## config.mk

```make
export PLATFORM = sky130hd
export DESIGN_NAME = gpio_bank
export DESIGN_NICKNAME = d
export VERILOG_FILES = /design/src/rtl/gpio_bank.sv
export SDC_FILE = /design/constraint.sdc
export NUM_CORES = 1
export LEC_CHECK = 0
export BUFFER_PORTS_ARGS = -buffer_cell sky130_fd_sc_hd__buf_2
export CAP_MARGIN = 20
export CORE_ASPECT_RATIO = 1.4
export CORE_MARGIN = 2
export CORE_UTILIZATION = 56
export CTS_CLUSTER_DIAMETER = 80
export DETAILED_ROUTE_END_ITERATION = 8
export GPL_ROUTABILITY_DRIVEN = 0
export HOLD_SLACK_MARGIN = 0.1
export PLACE_DENSITY = 0.86
export SYNTH_ARGS = -nofsm -noshare
export SYNTH_HDL_FRONTEND = slang
export SYNTH_SLANG_ARGS = --single-unit
```

## constraint.sdc

```tcl
create_clock -name clock -period 1.3 [get_ports clock]
set_input_delay 0.065 -clock clock [delete_from_list [all_inputs] [get_ports clock]]
set_output_delay 0.065 -clock clock [all_outputs]
set_load 0.02 [all_outputs]
```

## src/rtl/gpio_bank.sv

```systemverilog
// Parametrised GPIO bank: per-pin direction, atomic set/clear, synchronised inputs,
// rise/fall edge interrupts with write-1-to-clear pending bits, one-cycle register port.
module gpio_bank #(
  parameter int NB_IO       = 8,
  parameter int SYNC_STAGES = 2
) (
  input  logic             clock,
  input  logic             reset,
  input  logic             io_req_valid,
  input  logic             io_req_wr,
  input  logic [2:0]       io_req_addr,
  input  logic [NB_IO-1:0] io_req_wdata,
  output logic             io_req_ready,
  output logic             io_rsp_valid,
  output logic [NB_IO-1:0] io_rsp_rdata,
  output logic [NB_IO-1:0] io_b_gpio_eno,
  output logic [NB_IO-1:0] io_b_gpio_out,
  input  logic [NB_IO-1:0] io_b_gpio_in,
  output logic             io_o_irq
);

  localparam logic [2:0] A_ENO  = 3'd0;
  localparam logic [2:0] A_OUT  = 3'd1;
  localparam logic [2:0] A_IN   = 3'd2;
  localparam logic [2:0] A_SET  = 3'd3;
  localparam logic [2:0] A_CLR  = 3'd4;
  localparam logic [2:0] A_RISE = 3'd5;
  localparam logic [2:0] A_FALL = 3'd6;
  localparam logic [2:0] A_PEND = 3'd7;

  logic [NB_IO-1:0] eno_q, eno_d, out_q, out_d;
  logic [NB_IO-1:0] rise_q, rise_d, fall_q, fall_d;
  logic [NB_IO-1:0] pend_q, pend_d, prev_q;
  logic [NB_IO-1:0] sync_q [SYNC_STAGES];
  logic [NB_IO-1:0] in_w, eff_w, edge_w, clr_w, rdata_d;
  logic             rsp_valid_q, irq_q, wr_w, rd_w;
  logic [NB_IO-1:0] rsp_rdata_q;

  assign wr_w = io_req_valid & io_req_wr;
  assign rd_w = io_req_valid & ~io_req_wr;

  // Output pins loop back through the synchroniser so IN always shows what the pad carries.
  assign eff_w  = (eno_q & out_q) | (~eno_q & io_b_gpio_in);
  assign in_w   = sync_q[SYNC_STAGES-1];
  assign edge_w = (in_w & ~prev_q & rise_q) | (~in_w & prev_q & fall_q);
  assign clr_w  = (wr_w && io_req_addr == A_PEND) ? io_req_wdata : '0;

  always_comb begin
    eno_d  = eno_q;
    out_d  = out_q;
    rise_d = rise_q;
    fall_d = fall_q;
    // A fresh edge outranks a simultaneous clear.
    pend_d = (pend_q & ~clr_w) | edge_w;
    if (wr_w) begin
      case (io_req_addr)
        A_ENO:   eno_d  = io_req_wdata;
        A_OUT:   out_d  = io_req_wdata;
        A_SET:   out_d  = out_q | io_req_wdata;
        A_CLR:   out_d  = out_q & ~io_req_wdata;
        A_RISE:  rise_d = io_req_wdata;
        A_FALL:  fall_d = io_req_wdata;
        default: ;
      endcase
    end
  end

  always_comb begin
    rdata_d = '0;
    if (rd_w) begin
      case (io_req_addr)
        A_ENO:   rdata_d = eno_q;
        A_OUT:   rdata_d = out_q;
        A_IN:    rdata_d = in_w;
        A_RISE:  rdata_d = rise_q;
        A_FALL:  rdata_d = fall_q;
        A_PEND:  rdata_d = pend_q;
        default: rdata_d = '0;
      endcase
    end
  end

  always_ff @(posedge clock) begin
    if (reset) begin
      eno_q       <= '0;
      out_q       <= '0;
      rise_q      <= '0;
      fall_q      <= '0;
      pend_q      <= '0;
      prev_q      <= '0;
      rsp_valid_q <= 1'b0;
      rsp_rdata_q <= '0;
      irq_q       <= 1'b0;
      for (int i = 0; i < SYNC_STAGES; i++) sync_q[i] <= '0;
    end else begin
      eno_q       <= eno_d;
      out_q       <= out_d;
      rise_q      <= rise_d;
      fall_q      <= fall_d;
      pend_q      <= pend_d;
      prev_q      <= in_w;
      rsp_valid_q <= io_req_valid;
      rsp_rdata_q <= rdata_d;
      irq_q       <= |(pend_q & (rise_q | fall_q));
      sync_q[0]   <= eff_w;
      for (int i = 1; i < SYNC_STAGES; i++) sync_q[i] <= sync_q[i-1];
    end
  end

  assign io_req_ready  = 1'b1;
  assign io_rsp_valid  = rsp_valid_q;
  assign io_rsp_rdata  = rsp_rdata_q;
  assign io_b_gpio_eno = eno_q;
  assign io_b_gpio_out = out_q;
  assign io_o_irq      = irq_q;

endmodule

```

# --- After elaboration in Yosys (flattened, before gate mapping) ---
# Memories as Yosys holds them, arrays and structs flattened.
# Cells that the tools add are included.
classes:
  eq_ne: 7
  mux: 8
  bitwise_logic: 25
  n_reduce_logical: 9
op_table:
  columns: ["cell", "count"]
  rows:
  - ["bitwise AND 8 bit", 9]
  - ["case mux 8 bit (6 select lines)", 1]
  - ["inverter 8 bit", 5]
  - ["OR 8 bit", 5]
  - ["two-way mux 8 bit", 3]
  - ["case mux 8 bit (3 select lines)", 1]
  - ["== test 3 bit, second input constant", 4]
  - ["AND reduction 2 bit", 4]
  - ["OR reduction 8 bit", 1]
  - ["== test 3 x 2 -> 1 bit, second input constant", 2]
  - ["== test 3 x 1 -> 1 bit, second input constant", 1]
  - ["logical NOT 3 bit", 1]
  - ["two-way mux 1 bit", 3]
  - ["nonzero test 3 bit", 1]
  - ["bitwise AND 1 bit", 2]
  - ["inverter 1 bit", 2]
  - ["OR 1 bit", 2]
  - ["OR reduction 2 bit", 1]
  - ["logical AND 1 bit", 1]
word_totals:
  regBits: 58
  ram_bits: 16
  input_bits: 23
  out_inout_bits: 27
  word_cells: 59
  n_memories: 1
memory_table:
  columns: ["memory", "depth", "word_bits", "rd", "rd_ports_with_merged_regs", "wr", "line_no", "text"]
  rows:
  - ["sync_q", 2, 8, 2, 0, 2, "34", "logic [NB_IO-1:0] sync_q [SYNC_STAGES];"]

# --- Longest topological paths before layout ---
# Gate-level depths: netlist of the first run.
depth:
  ltp_word: 6
  depth_mapped: 6

# --- Least setup slack after synthesis of the first run ---
# No wires, ideal clock.
synth_timing:
  path_type: "reg-to-reg"
  startpoint: "register eno_q[4], in the netlist io_b_gpio_eno[4]"
  endpoint: "register rsp_rdata_q[4], in the netlist io_rsp_rdata[4]"
  arrival_ps: 982
  t_required_ps: 1171
  slack_ps: 190
  path_stages_with_launch: 4
  period_less_slack_ps: 1110
  path_cell_list: "dfxtp_1 > mux2_2 > a221oi_1 > nor3_1"
synth_between:
  elab_chain_cells: 1
synth_rtl:
  columns: ["item", "line_no", "text"]
  rows:
  - ["from (decl)", "31", "logic [NB_IO-1:0] eno_q, eno_d, out_q, out_d;"]
  - ["from (signal assigned)", "96", "eno_q <= eno_d;"]
  - ["case mux 8 bit (6 select lines)", "71", "case (io_req_addr)"]
  - ["to (signal assigned)", "103", "rsp_rdata_q <= rdata_d;"]
  - ["to (decl)", "37", "logic [NB_IO-1:0] rsp_rdata_q;"]
# No other way between the ends.
# A chain may end at the register's enable or synchronous reset.

# --- Final worst setup path of the first run ---
layout_timing:
  startpoint: "input port reset"
  endpoint: "register rsp_rdata_q[3], in the netlist io_rsp_rdata[3]"
layout_between:
  elab_chain_cells: 1
layout_rtl:
  columns: ["item", "line_no", "text"]
  rows:
  - ["from (decl)", "8", "input logic reset,"]
  - ["OR reduction 2 bit (no source line)", null, null]
# No other way between the ends.

==> flow_summary.yaml, run 1 <==
outcome:
  outcome: "completed"
yosys:
  async_flop_share_pct: 0
  synth_area_leaders: "dfxtp_1 45%, o21ai_0 6.1%, nor2b_1 5.9%"
  ys_warn_count: 0
  synth_top_area_share_pct: 44.9
  syn-num-nets: 375
  synth-edff-count: 0
  ys.flop_type: "dfxtp_1"
  yosys_register_bits: 74
  synthTopCellsByCount: "74 x dfxtp_1, 40 x o21ai_0, 34 x nand3_1, 31 x nor2b_1, 25 x a21oi_1"
  ys_seq_area_share_pct: 44.9
  ys_types: 39
  yosys.area.top_type: "dfxtp_1"
  syn_area_um2: 3300
  syn_inst: 352
  yosysMostFrequentCell: "dfxtp_1"
  syn_avg_cell_area_um2: 9.37
sta:
  max_slew_margin_pct: 59.0
  fmax_ghz: 0.799
  hold_viol: 0
  worst_slew_pin_slew_ps: 612
  setup_viol: 0
  holdWs_ps: 192
  finalMaxSlewViolations: 0
  period_needed_ps: 1250
  fin_tns_setup_ps: 0
  finalWorstSetupSlack_ps: 48.3
  period_share_pct: 96.3
  finClkSkew_ps: 8.81
  rsz0062_at_grt: "false"
global_route:
  antenna_found_initial: 0
  overflow: 0
  grt_use_total_pct: 28.2
  grt_pass1_wl_mm: 13.7
  grt_pass1_vias: 2824
  grt_max_degree: 43
die:
  die_area_um2: 6530
  boundaryPins: 50
  core.rowCount: 33
  die_h_um: 94.8
  die_w_um: 68.9
  initial_utilization_pct: 57.1
  coreArea_um2: 5780
route:
  postRouteAntennaNets: 0
  avgViaCountPerCell: 6.15
  drcViolationCount: 0
  first_pass_iters: 7
  totalWireLength_mm: 8.56
  wl_per_cell_um: 17.2
  dr.first_iter.drc_count: 275
  dr_total_vias: 3070
cells_and_area:
  nets: 447
  antenna_cells: 0
  area_growth_pct: 21.5
  drive_above_1_share_pct: 24.0
  design_area_um2: 4010
worst_setup_path:
  r2r_cells: 3
  critPathLaunch: "reset"
  cp_max_fo: 8
  worstSetupEndpointType: "register"
  crit_arrival_ps: 1510
  worstPathRequired_ps: 1560
  cp-start-kind: "primary input"
  critPathKind: "in2reg"
  r2r_start: "io_b_gpio_eno[0]"
cts:
  root_buffer: "clkbuf_8"
  clk_latency_ps: 360
  cts_buffer_depth: 2
  cts_tree: "done"
  ctsHtreeMaxLevel: 3
  path_clk_slew_ps: 70
  cts_made_buffers: 9
  cts_sinks: 74
placed_design:
  port_buffers: 48
  placed_area_um2: 3630
  post-dp-hpwl_mm: 5.80
  dp_slack_ps: -98.7
power:
  power-per-cell-area_nw_per_um2: 1170
  leakagePower_nw: 1.50
  max-vdd-ir-drop_mv: 0.878
  total_power_mw: 4.68
job:
  cap_viol_max_count: 0
min_path:
  hold_path_depth: 3
  hp-class: "in2reg"
  hp-start: "io_req_addr[2]"
-- worst max-delay path: stages --
cell	delay [ps]
dlygate4sd3_1	540
buf_2	160
nor2b_1	210
nand4b_1	120
buf_4	190
nor3_1	230
-- flip-flops by register name (all words and copies together), names as in the netlist --
register       count
rise_q             8
io_b_gpio_eno      8
io_b_gpio_out      8
pend_q             8
io_rsp_valid       1
io_rsp_rdata       8
sync_q            16
fall_q             8
prev_q             8
io_o_irq           1
-- worst paths after layout --
check	endpoint	slack [ps]
worst max-delay path	io_rsp_rdata[3]	50
worst min-delay path	io_rsp_rdata[4]	190
worst max register to register	io_rsp_rdata[0]	140
worst min register to register	sync_q[0][15]	440
-- metrics by stage --
step	std cells	utilization [%]
2_1_floorplan	352	-
3_3_place_gp	466	62.7
3_5_place_dp	466	62.7
4_1_cts	499	69.2
5_1_grt	499	69.3
6_report	499	69.3
-- final cells by class --
type                            count  area, um2
Clock buffer                       12        155
Timing Repair Buffer               88        587
Clock inverter                      4       50.0
Sequential cell                    74       1480
Fill cell                         438       1770
Inverter                            3       11.3
Tap cell                           70       87.6
Multi-Input combinational cell    248       1630
-- routing by layer --
layer	track usage [%]	share of wire (%)	up-vias
li1	-	-	1449
met1	36.1	40	1433
met2	43.6	49	151
met3	7.03	7.4	37
met4	13.9	3.6	0
met5	0	0	-
-- where the power goes --
group	internal, mW	leakage, nW	switching (mW)
Combinational	0.207	0.803	0.279
Clock	0.988	0.0986	0.843
Sequential	2.32	0.601	0.0409
-- kinds of logic after synthesis --
family                 count (synthesis)  synth area share, %
other                                  1                0.114
AND/OR/NAND/NOR                      124                 23.1
flip-flops                            74                 44.9
buffers and inverters                 30                 5.54
AO/OA/AOI/OAI                        102                 19.5
multiplexers                          21                 6.83
-- layout by cell type, fill, tap and decap left out, types with 3 or more instances in the layout --
| cell | count |
|---|---|
| dfxtp_1 | 74 |
| a31oi_1 | 13 |
| nand3_1 | 34 |
| nand3b_1 | 18 |
| buf_4 | 22 |
| a221o_1 | 8 |
| a221oi_1 | 9 |
| mux2_2 | 12 |
| nand4b_1 | 4 |
| clkbuf_8 | 11 |
| o21ai_0 | 40 |
| nor2_1 | 9 |
| buf_2 | 48 |
| nor2b_1 | 31 |
| nor3b_1 | 9 |
| a21oi_1 | 25 |
| nor3_1 | 5 |
| inv_1 | 3 |
| mux2i_1 | 9 |
| dlygate4sd3_1 | 17 |
-- repair_timing --
action	in CTS	in global routing
setup buffers	0	0
gates resized for setup	0	1
hold buffers	17	0
endpoints found under the hold margin	33	0
endpoints found under the setup margin	0	8
Power figures use the tool's default switching activity.
==> run 2, diff against run 1 <==
--- a/config.mk
+++ b/config.mk
@@ -7,14 +7,17 @@
 export LEC_CHECK = 0
 export BUFFER_PORTS_ARGS = -buffer_cell sky130_fd_sc_hd__buf_2
 export CAP_MARGIN = 20
+export CELL_PAD_IN_SITES_DETAIL_PLACEMENT = 2
+export CELL_PAD_IN_SITES_GLOBAL_PLACEMENT = 2
 export CORE_ASPECT_RATIO = 1.4
 export CORE_MARGIN = 2
-export CORE_UTILIZATION = 56
+export CORE_UTILIZATION = 35
 export CTS_CLUSTER_DIAMETER = 80
 export DETAILED_ROUTE_END_ITERATION = 8
 export GPL_ROUTABILITY_DRIVEN = 0
 export HOLD_SLACK_MARGIN = 0.1
 export PLACE_DENSITY = 0.86
+export SETUP_SLACK_MARGIN = 0.05
 export SYNTH_ARGS = -nofsm -noshare
 export SYNTH_HDL_FRONTEND = slang
 export SYNTH_SLANG_ARGS = --single-unit
==> run 2 against run 1 <==
  * Critical path depth decreased by 3
  * Setup slack got worse by 15 ps
  * Non-clock buffer count increased by 10
  * Largest cell class unchanged
  * Largest power group is now the clock network
==> flow_summary.yaml, run 2 (synthesized netlist as in run 1, its figures left out) <==
outcome:
  outcome: "completed"
placed_design:
  port_buffers: 48
  dp_slack_ps: -123
  post-dp-hpwl_mm: 8.79
sta:
  finalWorstSetupSlack_ps: 33.4
  worst_slew_pin_slew_ps: 575
  holdWs_ps: 209
  period_needed_ps: 1270
  fin_tns_setup_ps: 0
  period_share_pct: 97.4
  hold_viol: 0
  finClkSkew_ps: 14.1
  rsz0062_at_grt: "true"
  fmax_ghz: 0.790
  finalMaxSlewViolations: 0
  max_slew_margin_pct: 61.6
  setup_viol: 0
route:
  wl_per_cell_um: 30.6
  drcViolationCount: 0
  dr.first_iter.drc_count: 345
  totalWireLength_mm: 16.8
  dr_total_vias: 3516
  postRouteAntennaNets: 0
  avgViaCountPerCell: 6.43
  first_pass_iters: 5
cells_and_area:
  fillCellCount: 921
  drive_above_1_share_pct: 26.7
  area_growth_pct: 29.8
  layout_common_cells: "74 x dfxtp_1, 48 x buf_2, 40 x o21ai_0, 34 x nand3_1, 31 x nor2b_1"
  top_register: "sync_q"
  layout_commonest_cell: "dfxtp_1"
  largest_reg_flops: 16
  nets: 457
worst_setup_path:
  cp_slowest_stage_delay_ps: 360
  critPathKind: "reg2reg"
  worstPathRequired_ps: 1530
  worstSetupEndpointType: "register"
  cp_max_fo: 4
  crit_arrival_ps: 1500
  slowest_stage: "a221oi_1"
  cp-start-kind: "register"
  cp_cell_sequence: "mux2_2 -> a221oi_1 -> nor3_1"
die:
  die_w_um: 86.0
  core.rowCount: 41
  initial_utilization_pct: 36.3
  boundaryPins: 50
  die_area_um2: 10200
  coreArea_um2: 9080
  die_h_um: 119
cts:
  root_buffer: "clkbuf_16"
  clk_latency_ps: 360
  cts_tree: "done"
  ctsHtreeMaxLevel: 3
  cts_made_buffers: 9
  cts_buffer_depth: 2
  path_clk_slew_ps: 70
  cts_sinks: 74
power:
  total_power_mw: 5.60
  max-vdd-ir-drop_mv: 1.13
  power-per-cell-area_nw_per_um2: 1310
  leakagePower_nw: 1.63
global_route:
  grt_pass1_vias: 3826
  grt_pass1_wl_mm: 24.6
  grt_use_total_pct: 32.7
  overflow: 0
  antenna_found_initial: 1
  grt_max_degree: 30
min_path:
  hp-class: "in2reg"
job:
  cap_viol_max_count: 0
==> run 2: cell count changes in the layout (fill, tap and decap cells not counted), sizes merged <==
cell and change:
clkinvlp -2, clkinv +3, clkbuf -1, buf +10
diode +1
==> run 2: worst paths after layout <==
check | from | end | slack [ps] | cells after the start
worst max-delay path | sync_q[0][12] | io_rsp_rdata[4] | 30 | 3
worst min-delay path | reset | fall_q[3] | 210 | 3
worst max register to register | sync_q[0][12] | io_rsp_rdata[4] | 30 | 3
worst min register to register | sync_q[0][0] | sync_q[0][8] | 480 | 1
==> run 2: worst max-delay path: cells and delay by family (launching register included) <==
family	cells	cell delay, ps
muxes	1	310
AOI/OAI and AO/OA	1	360
DFF	1	350
and+or+nand+nor	1	120
==> run 2: routing by layer <==
| metal | global-route usage [%] | part of all wire (%) |
|---|---|---|
| met2 | 54.2 | 50 |
| met1 | 39.1 | 39 |
| met4 | 14.2 | 4.5 |
| met5 | 0 | 0 |
| met3 | 9.15 | 6.2 |
==> run 2: what timing repair did <==
action                                  4_1_cts  5_1_grt
endpoints found under the setup margin        0        8
hold endpoints to repair                     28        0
resized for setup                             0        4
hold buffers                                 17        0
buffers inserted                              0        2
==> run 2: layout make-up <==
cell class              instances  area (um2)  share of cell area [%]
flip-flops and latches         74        1480                    34.6
well taps                     107         134                    3.13
inverters                       3        11.3                   0.263
multi-input cells             248        1660                    38.8
diodes                          1        2.50                  0.0585
clock buffers                  11         243                    5.67
repair buffers                 98         696                    16.3
clock inverters                 5        53.8                    1.26
==> run 2: stage by stage <==
stage | std cells | utilization (%) | cell area (um2)
2_1_floorplan | 352 | - | 3300
3_3_place_gp | 511 | 41.5 | 3770
3_5_place_dp | 511 | 41.5 | 3770
4_1_cts | 544 | 46.7 | 4240
5_1_grt | 547 | 47.1 | 4280
6_report | 547 | 47.1 | 4280
==> run 2: where the power goes <==
group	internal, mW	switching [mW]
logic	0.234	0.380
clock network	1.53	1.07
registers	2.32	0.0589
